### config.mk
export PLATFORM = sky130hd
export DESIGN_NAME = lzd_8
export DESIGN_NICKNAME = d
export VERILOG_FILES = /design/src/rtl/lzd_8.sv
export SDC_FILE = /design/constraint.sdc
export NUM_CORES = 1
export LEC_CHECK = 0
export CAP_MARGIN = 20
export CORE_UTILIZATION = 28
export CTS_BUF_LIST = sky130_fd_sc_hd__clkbuf_16
export CTS_CLUSTER_DIAMETER = 60
export DETAILED_ROUTE_END_ITERATION = 10
export GPL_TIMING_DRIVEN = 0
export MAX_ROUTING_LAYER = met4
export PLACE_DENSITY_LB_ADDON = 0.2
export SYNTH_ARGS = -nofsm -noshare
export SYNTH_HDL_FRONTEND = slang
export SYNTH_SLANG_ARGS = --single-unit
export TNS_END_PERCENT = 5
### constraint.sdc
create_clock -name clk -period 1.55 [get_ports clk]
set_clock_uncertainty 0.1 [all_clocks]
set_input_delay 0.31 -clock clk [delete_from_list [all_inputs] [get_ports clk]]
set_output_delay 0.31 -clock clk [all_outputs]
set_load 0.05 [all_outputs]
### src/rtl/lzd_8.sv
`default_nettype none
// +--------------------------------------------------------------------------+
// | lzd_8 : registered leading-zero detector built as a 2-bit LZD merge tree |
// | Revision: 1.0                                                            |
// +--------------------------------------------------------------------------+
module lzd_8 #(
  parameter int LZD_BITS = 32,
  parameter int P_BITS   = 5
) (
  input  logic                clk,
  input  logic                rst,
  input  logic [LZD_BITS-1:0] a,
  output logic [P_BITS-1:0]   p,
  output logic                v
);

  logic              w_v_top;
  logic [P_BITS-1:0] w_p_top;

  // Level l holds LZD_BITS>>l nodes, each with an l-bit count packed at [n*l +: l].
  for (genvar l = 1; l <= P_BITS; l++) begin : g_lvl
    localparam int NODES = LZD_BITS >> l;
    logic [NODES-1:0]   w_v;
    logic [NODES*l-1:0] w_p;

    if (l == 1) begin : g_leaf
      for (genvar n = 0; n < NODES; n++) begin : g_cell
        assign w_v[n] = a[2*n+1] | a[2*n];
        assign w_p[n] = ~a[2*n+1];
      end
    end else begin : g_merge
      for (genvar n = 0; n < NODES; n++) begin : g_cell
        logic         w_vh;
        logic         w_vl;
        logic [l-2:0] w_ph;
        logic [l-2:0] w_pl;
        assign w_vh = g_lvl[l-1].w_v[2*n+1];
        assign w_vl = g_lvl[l-1].w_v[2*n];
        assign w_ph = g_lvl[l-1].w_p[(2*n+1)*(l-1) +: (l-1)];
        assign w_pl = g_lvl[l-1].w_p[(2*n)*(l-1) +: (l-1)];
        assign w_v[n]         = w_vh | w_vl;
        assign w_p[n*l +: l]  = w_vh ? {1'b0, w_ph} : {1'b1, w_pl};
      end
    end
  end

  assign w_v_top = g_lvl[P_BITS].w_v[0];
  assign w_p_top = g_lvl[P_BITS].w_p[P_BITS-1:0];

  // An all-zero word has no representable count, so p is pinned to 0 there.
  always_ff @(posedge clk) begin
    if (rst) begin
      p <= '0;
      v <= 1'b0;
    end else begin
      p <= w_v_top ? w_p_top : '0;
      v <= w_v_top;
    end
  end

endmodule
`default_nettype wire

==> load_flow_metrics.sql, run 1 <==
INSERT INTO impl_metrics (metric_group, metric, value, unit) VALUES
('worst_setup_path', 'critical_path.max_fanout', '4', ''),
('worst_hold_path', 'min_path_type', 'input port to flop', ''),
('die', 'die_width', '43.2', 'um'),
('sta', 'timing.final.crit_period', '1.62', 'ns'),
('drt', 'vias', '687', ''),
('cts', 'ctsRootBufferMaster', 'sky130_fd_sc_hd__clkbuf_16', ''),
('drt', 'drc', '0', ''),
('logic_synthesis', 'synthCells', '67', ''),
('drt', 'route.detailed.vias_per_inst', '5.20', ''),
('placed_design', 'place_hpwl', '1.24', 'mm'),
('global_routing', 'grt_max_degree', '7', ''),
('cts', 'clock_tree_from_tritoncts', 'built', ''),
('drt', 'routed_wire_length_per_instance', '12.8', 'um'),
('die', 'start_util', '0.308', ''),
('die', 'die_height', '43.2', 'um'),
('die', 'placeable_area', '0.00154', 'mm^2'),
('die', 'die_area', '0.00186', 'mm^2'),
('cts', 'numCtsBuffers', '3', ''),
('job', 'max-cap-violations', '0', ''),
('placed_design', 'placement.setup.worst_slack', '-0.634', 'ns'),
('logic_synthesis', 'synth_ff_type', 'sky130_fd_sc_hd__dfxtp_1', ''),
('global_routing', 'groute.usage.overall', '0.206', ''),
('worst_setup_path', 'cp-end-kind', 'flop', ''),
('status', 'violations', 'setup timing', ''),
('cts', 'tritoncts_num_sinks', '6', ''),
('finish', 'instances_no_fill', '132', ''),
('worst_setup_path', 'crit_type', 'input port to flop', ''),
('die', 'i_o_pin_count', '40', ''),
('logic_synthesis', 'synth_area', '474', 'um^2'),
('sta', 'fmax', '0.617', 'GHz'),
('logic_synthesis', 'ys_top_cells_by_area', 'sky130_fd_sc_hd__dfxtp_1 25%, sky130_fd_sc_hd__nor2_1 8.7%, sky130_fd_sc_hd__a21oi_1 8.4%, sky130_fd_sc_hd__nor4_1 7.9%, sky130_fd_sc_hd__inv_1 7.1%', ''),
('drt', 'detail_route.wirelength', '1.68', 'mm'),
('status', 'outcome', 'finished, violations left', ''),
('drt', 'antenna_violation_net_count_after_detailed_routing', '0', ''),
('finish', 'nNetsFinal', '152', ''),
('placed_design', 'place_area', '888', 'um^2'),
('global_routing', 'first_pass_grt_wire_length', '2.79', 'mm'),
('logic_synthesis', 'ys_warn_count', '0', ''),
('logic_synthesis', 'synth_seq_cells', '6', ''),
('finish', 'n_antenna_cell', '0', ''),
('logic_synthesis', 'post_synth_most_frequent_cells', '11 x sky130_fd_sc_hd__nor2_1, 9 x sky130_fd_sc_hd__inv_1, 8 x sky130_fd_sc_hd__a21oi_1, 6 x sky130_fd_sc_hd__dfxtp_1, 6 x sky130_fd_sc_hd__nor4_1', ''),
('sta', 'worstMarginPinSlew', '0.489', 'ns'),
('logic_synthesis', 'ys_types', '25', ''),
('power_and_ir_drop', 'vdd_ir_drop_max', '0.662', 'mV'),
('sta', 'final.period_utilization', '1.05', ''),
('cts', 'worst_setup_hold_path_clk_slew', '0.03', 'ns'),
('logic_synthesis', 'synth_enable_flop_cells', '0', ''),
('global_routing', 'globalRouteOverflowTotal', '0', ''),
('die', 'floorplan.rows', '14', ''),
('worst_setup_path', 'worst-endpoint-required', '1.59', 'ns'),
('cts', 'number_of_levels_the_h_tree_was_split_into', '1', ''),
('global_routing', 'grt_pass1_vias', '694', ''),
('finish', 'drive_above_1_share', '0.267', ''),
('logic_synthesis', 'syn-mean-instance-area', '7.08', 'um^2'),
('global_routing', 'antenna_found_initial', '0', ''),
('sta', 'final_setup_violations', '6', ''),
('placed_design', 'place_inst', '122', ''),
('logic_synthesis', 'proportion_of_synthesized_flip_flops_having_asynchronous_set_or_reset', '0', ''),
('logic_synthesis', 'synth-seq-area-share', '0.253', ''),
('logic_synthesis', 'netlist.top_cell.by_area', 'sky130_fd_sc_hd__dfxtp_1', ''),
('drt', 'first_pass_iters', '4', ''),
('sta', 'final_critical_path_setup_slack', '-0.0716', 'ns'),
('logic_synthesis', 'synth.most_common_cell', 'sky130_fd_sc_hd__nor2_1', ''),
('sta', 'setup_tns', '-0.256', 'ns'),
('placed_design', 'place.port_buffers', '39', ''),
('logic_synthesis', 'synth.top_cell.area_share', '0.253', ''),
('drt', 'drt_first_iter_violations', '9', ''),
('worst_setup_path', 'worst_setup_start_kind', 'input port', ''),
('power_and_ir_drop', 'power_density', '707', 'mW/mm^2'),
('sta', 'rsz0062_at_grt', 'true', ''),
('cts', 'cts-root-to-sink-buffers', '2', ''),
('sta', 'timing_max_transition_violations_final', '0', ''),
('power_and_ir_drop', 'power_leakage', '0.484', 'nW'),
('finish', 'fin_area', '0.00104', 'mm^2'),
('sta', 'slew-limit-headroom', '0.675', ''),
('finish', 'areaGrowthSynthToFinish', '120', '%'),
('logic_synthesis', 'synth_fp_nets', '101', ''),
('worst_setup_path', 'critical_path_arrival', '1.66', 'ns'),
('sta', 'final_count_of_hold_timing_violations', '0', ''),
('placed_design', 'gp_routability_congestion', '0.729', '');
==> report_power, final <==
group	internal (mW)	total, mW	switching [mW]
logic	0.0870	0.168	0.0809
clock network	0.330	0.410	0.0794
registers	0.160	0.161	0.000819
==> through the flow <==
step	total power, mW	util	hold WS [ns]
after floorplan	0.216	-	0.389
after global placement	0.329	0.576	0.927
after detailed placement	0.333	0.576	0.930
after CTS	0.734	0.641	0.446
after global routing	0.774	0.677	0.374
final	0.738	0.677	0.360
==> cell families after synthesis <==
logic type,count (synthesis),share of synthesized area
and+or+nand+nor,29,0.351
buffers and inverters,9,0.0712
AOI/OAI and AO/OA,23,0.325
DFF,6,0.253
==> worst max-delay path: stages <==
cell                       delay, ns
sky130_fd_sc_hd__buf_8          0.10
sky130_fd_sc_hd__or4_4          0.53
sky130_fd_sc_hd__or2_4          0.29
sky130_fd_sc_hd__nor3_4         0.12
sky130_fd_sc_hd__a21oi_2        0.08
sky130_fd_sc_hd__a211oi_2       0.23
==> area by class of cell <==
type,instances,area (um^2)
Clock buffer,3,75.1
Inverter,9,33.8
Multi-Input combinational cell,52,385
Tap cell,16,20.0
Timing Repair Buffer,46,409
Fill cell,144,498
Sequential cell,6,120
==> timing repair <==
item,CTS,global route
hold buffers,0,0
resized for setup,53,20
setup endpoints to repair,12,6
gates cloned,0,0
pin swaps,9,13
setup buffers,2,5
==> metal layers <==
metal / vias to the layer above / share of wire / global-route usage
met5: - / 0 / -
met2: 31 / 0.55 / 0.385
li1: 349 / - / -
met3: 0 / 0.080 / 0.0809
met1: 307 / 0.36 / 0.201
met4: 0 / 0 / 0.0364
==> cell usage in the layout (no fill, tap or decap), types with 2 or more instances in the layout <==
master / instances
sky130_fd_sc_hd__dlygate4sd2_1: 17
sky130_fd_sc_hd__nor2_1: 11
sky130_fd_sc_hd__inv_1: 9
sky130_fd_sc_hd__a21oi_1: 7
sky130_fd_sc_hd__buf_4: 7
sky130_fd_sc_hd__clkdlybuf4s50_1: 6
sky130_fd_sc_hd__clkdlybuf4s15_1: 6
sky130_fd_sc_hd__dfxtp_1: 6
sky130_fd_sc_hd__nor4_2: 4
sky130_fd_sc_hd__o21ai_0: 4
sky130_fd_sc_hd__clkbuf_2: 4
sky130_fd_sc_hd__a211oi_1: 3
sky130_fd_sc_hd__clkbuf_16: 3
sky130_fd_sc_hd__or4_4: 2
sky130_fd_sc_hd__o31ai_1: 2
sky130_fd_sc_hd__buf_6: 2
sky130_fd_sc_hd__dlymetal6s2s_1: 2
==> registers in the layout, summed over array words and instances (netlist names) <==
signal / flops
v: 1
p: 5
==> worst paths after layout <==
check             start  endpoint  slack (ns)  depth (start not counted)
setup / recovery  a[15]      p[1]       -0.07                          6
hold / removal    a[29]      p[2]        0.36                          3
(Power assumes the default switching activity.)
==> run 2, diff against run 1 <==
--- a/config.mk
+++ b/config.mk
@@ -5,6 +5,7 @@
 export SDC_FILE = /design/constraint.sdc
 export NUM_CORES = 1
 export LEC_CHECK = 0
+export ABC_CLOCK_PERIOD_IN_PS = 1550
 export CAP_MARGIN = 20
 export CORE_UTILIZATION = 28
 export CTS_BUF_LIST = sky130_fd_sc_hd__clkbuf_16
==> results of run 2 <==
Final layout, timing and power as in run 1 (identical DEF).
==> run 3, diff against run 2 <==
--- a/config.mk
+++ b/config.mk
@@ -14,6 +14,7 @@
 export GPL_TIMING_DRIVEN = 0
 export MAX_ROUTING_LAYER = met4
 export PLACE_DENSITY_LB_ADDON = 0.2
+export SLEW_MARGIN = 10
 export SYNTH_ARGS = -nofsm -noshare
 export SYNTH_HDL_FRONTEND = slang
 export SYNTH_SLANG_ARGS = --single-unit
==> results of run 3 <==
Final layout, timing and power as in run 1 (identical DEF).
